`config.mk`:
```
export PLATFORM = sky130hd
export DESIGN_NAME = tc_mma_scheduler
export DESIGN_NICKNAME = d
export VERILOG_FILES = /design/src/rtl/tc_mma_scheduler.sv
export SDC_FILE = /design/constraint.sdc
export NUM_CORES = 1
export LEC_CHECK = 0
export ABC_AREA = 0
export CAP_MARGIN = 30
export CORE_MARGIN = 1.5
export CORE_UTILIZATION = 48
export CTS_CLUSTER_DIAMETER = 200
export DETAILED_ROUTE_END_ITERATION = 10
export HOLD_SLACK_MARGIN = 0.05
export PLACE_DENSITY_LB_ADDON = 0.05
export SYNTH_ARGS = -nofsm -noshare
export SYNTH_HDL_FRONTEND = slang
export SYNTH_SLANG_ARGS = --single-unit
```
`constraint.sdc`:
```
create_clock -name clk -period 4.71 [get_ports clk]
set_clock_uncertainty 0.1 [all_clocks]
set_input_delay 0.471 -clock clk [delete_from_list [all_inputs] [get_ports clk]]
set_output_delay 0.471 -clock clk [all_outputs]
set_load 0.03 [all_outputs]
```
`src/rtl/tc_mma_scheduler.sv`:
```
// Round-robin scheduler sharing one FP16 MMA tensor core tile among NUM_REQ warp slots.
// One single-cycle issue per grant, owner index held until result/timeout, sticky stray-result flag.
module tc_mma_scheduler #(
    parameter int NUM_REQ     = 4,
    parameter int SEL_W       = $clog2(NUM_REQ),
    parameter int TIMEOUT_CYC = 64,
    parameter int CNT_W       = 16
) (
    input  logic               clk,
    input  logic               rst_n,
    input  logic [NUM_REQ-1:0] req,
    input  logic [NUM_REQ-1:0] req_mask,
    output logic [NUM_REQ-1:0] req_ack,
    output logic [NUM_REQ-1:0] req_done,
    output logic [NUM_REQ-1:0] req_err,
    output logic               tc_mma_valid,
    output logic               tc_mma_enable,
    input  logic               tc_mma_ready,
    input  logic               tc_result_valid,
    output logic [SEL_W-1:0]   tc_sel,
    output logic               busy,
    output logic               stray_err,
    output logic [CNT_W-1:0]   jobs_issued
);

    localparam int               TMR_W    = $clog2(TIMEOUT_CYC);
    localparam logic [TMR_W-1:0] TMR_LAST = TMR_W'(TIMEOUT_CYC - 1);
    localparam logic [SEL_W-1:0] SEL_LAST = SEL_W'(NUM_REQ - 1);

    typedef enum logic [1:0] {S_IDLE, S_ISSUE, S_WAIT, S_DONE} state_t;

    state_t             r_state;
    logic [SEL_W-1:0]   r_rr_ptr;
    logic [SEL_W-1:0]   r_sel;
    logic [TMR_W-1:0]   r_timer;
    logic [NUM_REQ-1:0] r_ack;
    logic [NUM_REQ-1:0] r_done;
    logic [NUM_REQ-1:0] r_err;
    logic               r_mma_valid;
    logic               r_busy;
    logic               r_stray;
    logic [CNT_W-1:0]   r_jobs;

    state_t             w_nxt_state;
    logic [SEL_W-1:0]   w_nxt_rr;
    logic [SEL_W-1:0]   w_nxt_sel;
    logic [TMR_W-1:0]   w_nxt_timer;
    logic [NUM_REQ-1:0] w_nxt_ack;
    logic [NUM_REQ-1:0] w_nxt_done;
    logic [NUM_REQ-1:0] w_nxt_err;
    logic [CNT_W-1:0]   w_nxt_jobs;
    logic               w_nxt_valid;
    logic               w_nxt_busy;

    logic [NUM_REQ-1:0]   w_elig;
    logic [2*NUM_REQ-1:0] w_rot;
    logic                 w_found;
    logic [SEL_W-1:0]     w_winner;
    logic [TMR_W-1:0]     w_tmr_inc;
    logic [SEL_W-1:0]     w_sel_succ;

    function automatic logic [NUM_REQ-1:0] onehot(input logic [SEL_W-1:0] idx);
        return NUM_REQ'(1) << idx;
    endfunction

    assign w_elig     = req & req_mask;
    assign w_tmr_inc  = r_timer + TMR_W'(1);
    assign w_sel_succ = (r_sel == SEL_LAST) ? '0 : r_sel + SEL_W'(1);

    // Rotate eligibility so bit 0 is rr_ptr; first set bit wins, mapped back with wrap.
    always_comb begin
        w_rot    = {w_elig, w_elig} >> r_rr_ptr;
        w_found  = 1'b0;
        w_winner = '0;
        for (int j = 0; j < NUM_REQ; j++) begin
            if (!w_found && w_rot[j]) begin
                w_found  = 1'b1;
                w_winner = (int'(r_rr_ptr) + j >= NUM_REQ) ? SEL_W'(int'(r_rr_ptr) + j - NUM_REQ)
                                                           : SEL_W'(int'(r_rr_ptr) + j);
            end
        end
    end

    always_comb begin
        w_nxt_state = r_state;
        w_nxt_rr    = r_rr_ptr;
        w_nxt_sel   = r_sel;
        w_nxt_timer = r_timer;
        w_nxt_ack   = '0;
        w_nxt_done  = '0;
        w_nxt_err   = '0;
        w_nxt_jobs  = r_jobs;
        case (r_state)
            S_IDLE: begin
                if (w_found && tc_mma_ready) begin
                    w_nxt_state = S_ISSUE;
                    w_nxt_sel   = w_winner;
                    w_nxt_ack   = onehot(w_winner);
                end
            end
            S_ISSUE: begin
                w_nxt_state = S_WAIT;
                w_nxt_jobs  = r_jobs + CNT_W'(1);
                w_nxt_timer = '0;
            end
            S_WAIT: begin
                // A result arriving on the timeout cycle still wins.
                if (tc_result_valid) begin
                    w_nxt_state = S_DONE;
                    w_nxt_done  = onehot(r_sel);
                end else if (w_tmr_inc == TMR_LAST) begin
                    w_nxt_state = S_IDLE;
                    w_nxt_err   = onehot(r_sel);
                    w_nxt_rr    = w_sel_succ;
                end else begin
                    w_nxt_timer = w_tmr_inc;
                end
            end
            S_DONE: begin
                w_nxt_state = S_IDLE;
                w_nxt_rr    = w_sel_succ;
            end
            default: w_nxt_state = S_IDLE;
        endcase
        w_nxt_valid = (w_nxt_state == S_ISSUE);
        w_nxt_busy  = (w_nxt_state != S_IDLE);
    end

    always_ff @(posedge clk or negedge rst_n) begin
        if (!rst_n) begin
            r_state     <= S_IDLE;
            r_rr_ptr    <= '0;
            r_sel       <= '0;
            r_timer     <= '0;
            r_ack       <= '0;
            r_done      <= '0;
            r_err       <= '0;
            r_mma_valid <= 1'b0;
            r_busy      <= 1'b0;
            r_stray     <= 1'b0;
            r_jobs      <= '0;
        end else begin
            r_state     <= w_nxt_state;
            r_rr_ptr    <= w_nxt_rr;
            r_sel       <= w_nxt_sel;
            r_timer     <= w_nxt_timer;
            r_ack       <= w_nxt_ack;
            r_done      <= w_nxt_done;
            r_err       <= w_nxt_err;
            r_mma_valid <= w_nxt_valid;
            r_busy      <= w_nxt_busy;
            r_jobs      <= w_nxt_jobs;
            if (tc_result_valid && r_state != S_WAIT)
                r_stray <= 1'b1;
        end
    end

    assign req_ack       = r_ack;
    assign req_done      = r_done;
    assign req_err       = r_err;
    assign tc_mma_valid  = r_mma_valid;
    assign tc_mma_enable = r_mma_valid;
    assign tc_sel        = r_sel;
    assign busy          = r_busy;
    assign stray_err     = r_stray;
    assign jobs_issued   = r_jobs;

endmodule

```
==> results.json <==
{
  "outcome": "finished, final reports clean",
  "die_w_um": 68.82,
  "n_antenna_cell": 0,
  "crit_arrival_ps": 2180,
  "fmax_mhz": 472.1,
  "synthFlopType": "dfrtp_1",
  "core_area_mm2": 0.004086,
  "async_reset_ff_frac": 1.000,
  "synthCells": 192,
  "synth_common_cells": "dfrtp_1 (43), nand2_1 (18), xnor2_1 (13)",
  "grt_pass1_wl_mm": 6.865,
  "first_iter_violations": 58,
  "root_buffer": "clkbuf_8",
  "multi_input_area_um2": 938.4,
  "grtUsageTotal": 0.1979,
  "syn_area_mm2": 0.002079,
  "timing.final.crit_share": 0.4497,
  "wl_mm": 4.091,
  "cts_resized": 0,
  "antenna_found_initial": 0,
  "drv_slew": 0,
  "n_fill_cell": 334,
  "cts_num_sinks": 43,
  "firstDrtPassIters": 4,
  "initial_core_util": 0.5089,
  "hold_class": "input port to asynchronous set/reset pin",
  "relSlewSlack": 0.3821,
  "power.density_mw_per_mm2": 493.8,
  "synth_top_area_frac": 0.5174,
  "grt-ovfl-total": 0,
  "use_met2": 0.3149,
  "p_leak_nw": 1.183,
  "gp_congestion": 0.8718,
  "die_area_mm2": 0.004736,
  "setup_viol": 0,
  "rsz0062_at_grt": "false",
  "postSynthAreaPerCell_um2": 10.83,
  "holdBufCountCts": 0,
  "synth_area_leaders": "dfrtp_1 (52%), xnor2_1 (5.5%), ha_1 (4.2%)",
  "cts_made_buffers": 5,
  "cap_violations": 0,
  "vias": 1586,
  "startpoint_type": "flop",
  "placed_cells": 282,
  "yosysMostFrequentCell": "dfrtp_1",
  "hpwl_mm": 3.058,
  "insertion_delay_ps": 300,
  "synth_edf_count": 0,
  "fp.dieH_um": 68.82,
  "critPathCaptureType": "flop",
  "htreeDepth": 2,
  "clk_pin_slew_worst_paths_ps": 80,
  "post_cts_buffers": 0,
  "drc": 0,
  "finalHoldViolCount": 0,
  "grt.busiest_layer": "met2",
  "yosysTopAreaCell": "dfrtp_1",
  "grt_use_met3": 0.06331,
  "portBuffers": 45,
  "grt_max_degree": 44,
  "yosys_warnings": 0,
  "syn-num-nets": 211,
  "grt_pass1_vias": 1480,
  "fin_cells": 290,
  "vdd_ir_drop_max_uv": 347.7,
  "required_ps": 4770,
  "ys_types": 46,
  "synth-seq-area-share": 0.5174,
  "post_drt_wl_per_cell_um": 14.11,
  "tns_ps": 0,
  "clock_path_buffers": 2,
  "nNetsFinal": 258,
  "syn2layout_area_growth_pct": 29.48,
  "met1_usage": 0.2576,
  "final_antenna_net_count": 0,
  "crit_type": "flop to flop",
  "drive_gt1_frac": 0.07917,
  "rows": 23,
  "min_period_ps": 2118,
  "vias_per_cell": 5.469,
  "cp_max_fo": 12,
  "worst_pin_slew_ps": 926.9,
  "ios": 46,
  "seqCellArea_mm2": 0.001076,
  "cts_tree": "built",
  "ys_ff_latch": 43
}
==> sequential cells by signal, indices dropped and copies added (netlist names) <==
register / count
req_ack: 4
req_done: 4
req_err: 4
busy: 1
tc_sel: 2
r_timer: 6
tc_mma_enable: 1
jobs_issued: 16
r_state: 2
r_rr_ptr: 2
stray_err: 1
==> worst max-delay path, cell delays in order (launching register included) <==
cell and delay, ps:
dfrtp_1 560, nor2b_1 520, or4b_1 510, nand4_2 180
o22ai_1 110
==> power by group <==
group / internal [W] / switching (W)
clock: 0.000212 / 0.000120
sequential: 0.000438 / 0.0000899
combinational: 0.000200 / 0.000270
==> cell usage in the layout, fill, tap and decap left out, types with 3 or more instances in the layout <==
cell,synthesis,final
xnor2_1,13,13
and3_1,7,7
nand4_1,6,6
nand2_1,18,18
ha_1,7,7
mux2i_1,4,4
clkbuf_8,0,5
and2_1,7,7
xor2_1,4,4
o21ai_1,7,7
clkdlybuf4s50_1,0,44
nor3b_1,3,3
nor2b_1,6,6
dfrtp_1,43,43
nor2_1,7,7
nand3_1,10,10
inv_1,9,9
==> through the flow <==
| stage | power (W) | hold slack [ps] | area (um^2) | utilization | setup slack [ps] |
|---|---|---|---|---|---|
| floorplan | 0.0008417 | 75.41 | 2079 | - | 2984 |
| global placement | 0.0009875 | 364.8 | 2560 | 0.6265 | 2537 |
| detailed placement | 0.001005 | 361.4 | 2560 | 0.6265 | 2473 |
| CTS | 0.001340 | 241.4 | 2693 | 0.6589 | 2647 |
| global route | 0.001420 | 274.0 | 2693 | 0.6589 | 2487 |
| finish | 0.001330 | 206.6 | 2693 | 0.6589 | 2592 |
==> cell families (layout without fill, tap and decap cells) <==
logic type,Yosys count,in the layout,share of synthesized area
fa+ha+maj,7,7,0.04212
buf+inv,15,63,0.03129
compound gates,22,22,0.07642
mux,4,4,0.01925
simple gates,83,83,0.2341
flops,43,43,0.5174
xor+xnor,18,18,0.07942
==> worst paths after layout <==
path,startpoint,endpoint,slack [ps],cells after the start
min in group clk,stray_err$_DFFE_PN0P_,stray_err$_DFFE_PN0P_,380,1
setup / recovery,r_state[1]$_DFF_PN0_,r_timer[4]$_DFFE_PN0P_,2590,4
hold reg to reg,stray_err$_DFFE_PN0P_,stray_err$_DFFE_PN0P_,380,1
setup reg to reg,r_state[1]$_DFF_PN0_,r_timer[4]$_DFFE_PN0P_,2590,4
hold / removal,rst_n,jobs_issued[13]$_DFFE_PN0N_,210,1
max in group asynchronous,rst_n,jobs_issued[1]$_DFFE_PN0N_,3720,1
==> routing by layer <==
metal  vias up  share of wire
met2        48           0.48
met5         -              0
met1       779           0.45
met3         5          0.053
li1        754              -
met4         0          0.011
==> cell type report <==
class	instances	share of cell area
multi-input cells	134	0.3485
well taps	50	0.02323
clock inverters	2	0.02230
repair buffers	45	0.1654
inverters	10	0.01394
clock buffers	6	0.02695
flip-flops and latches	43	0.3996
Power figures use the tool's default switching activity.
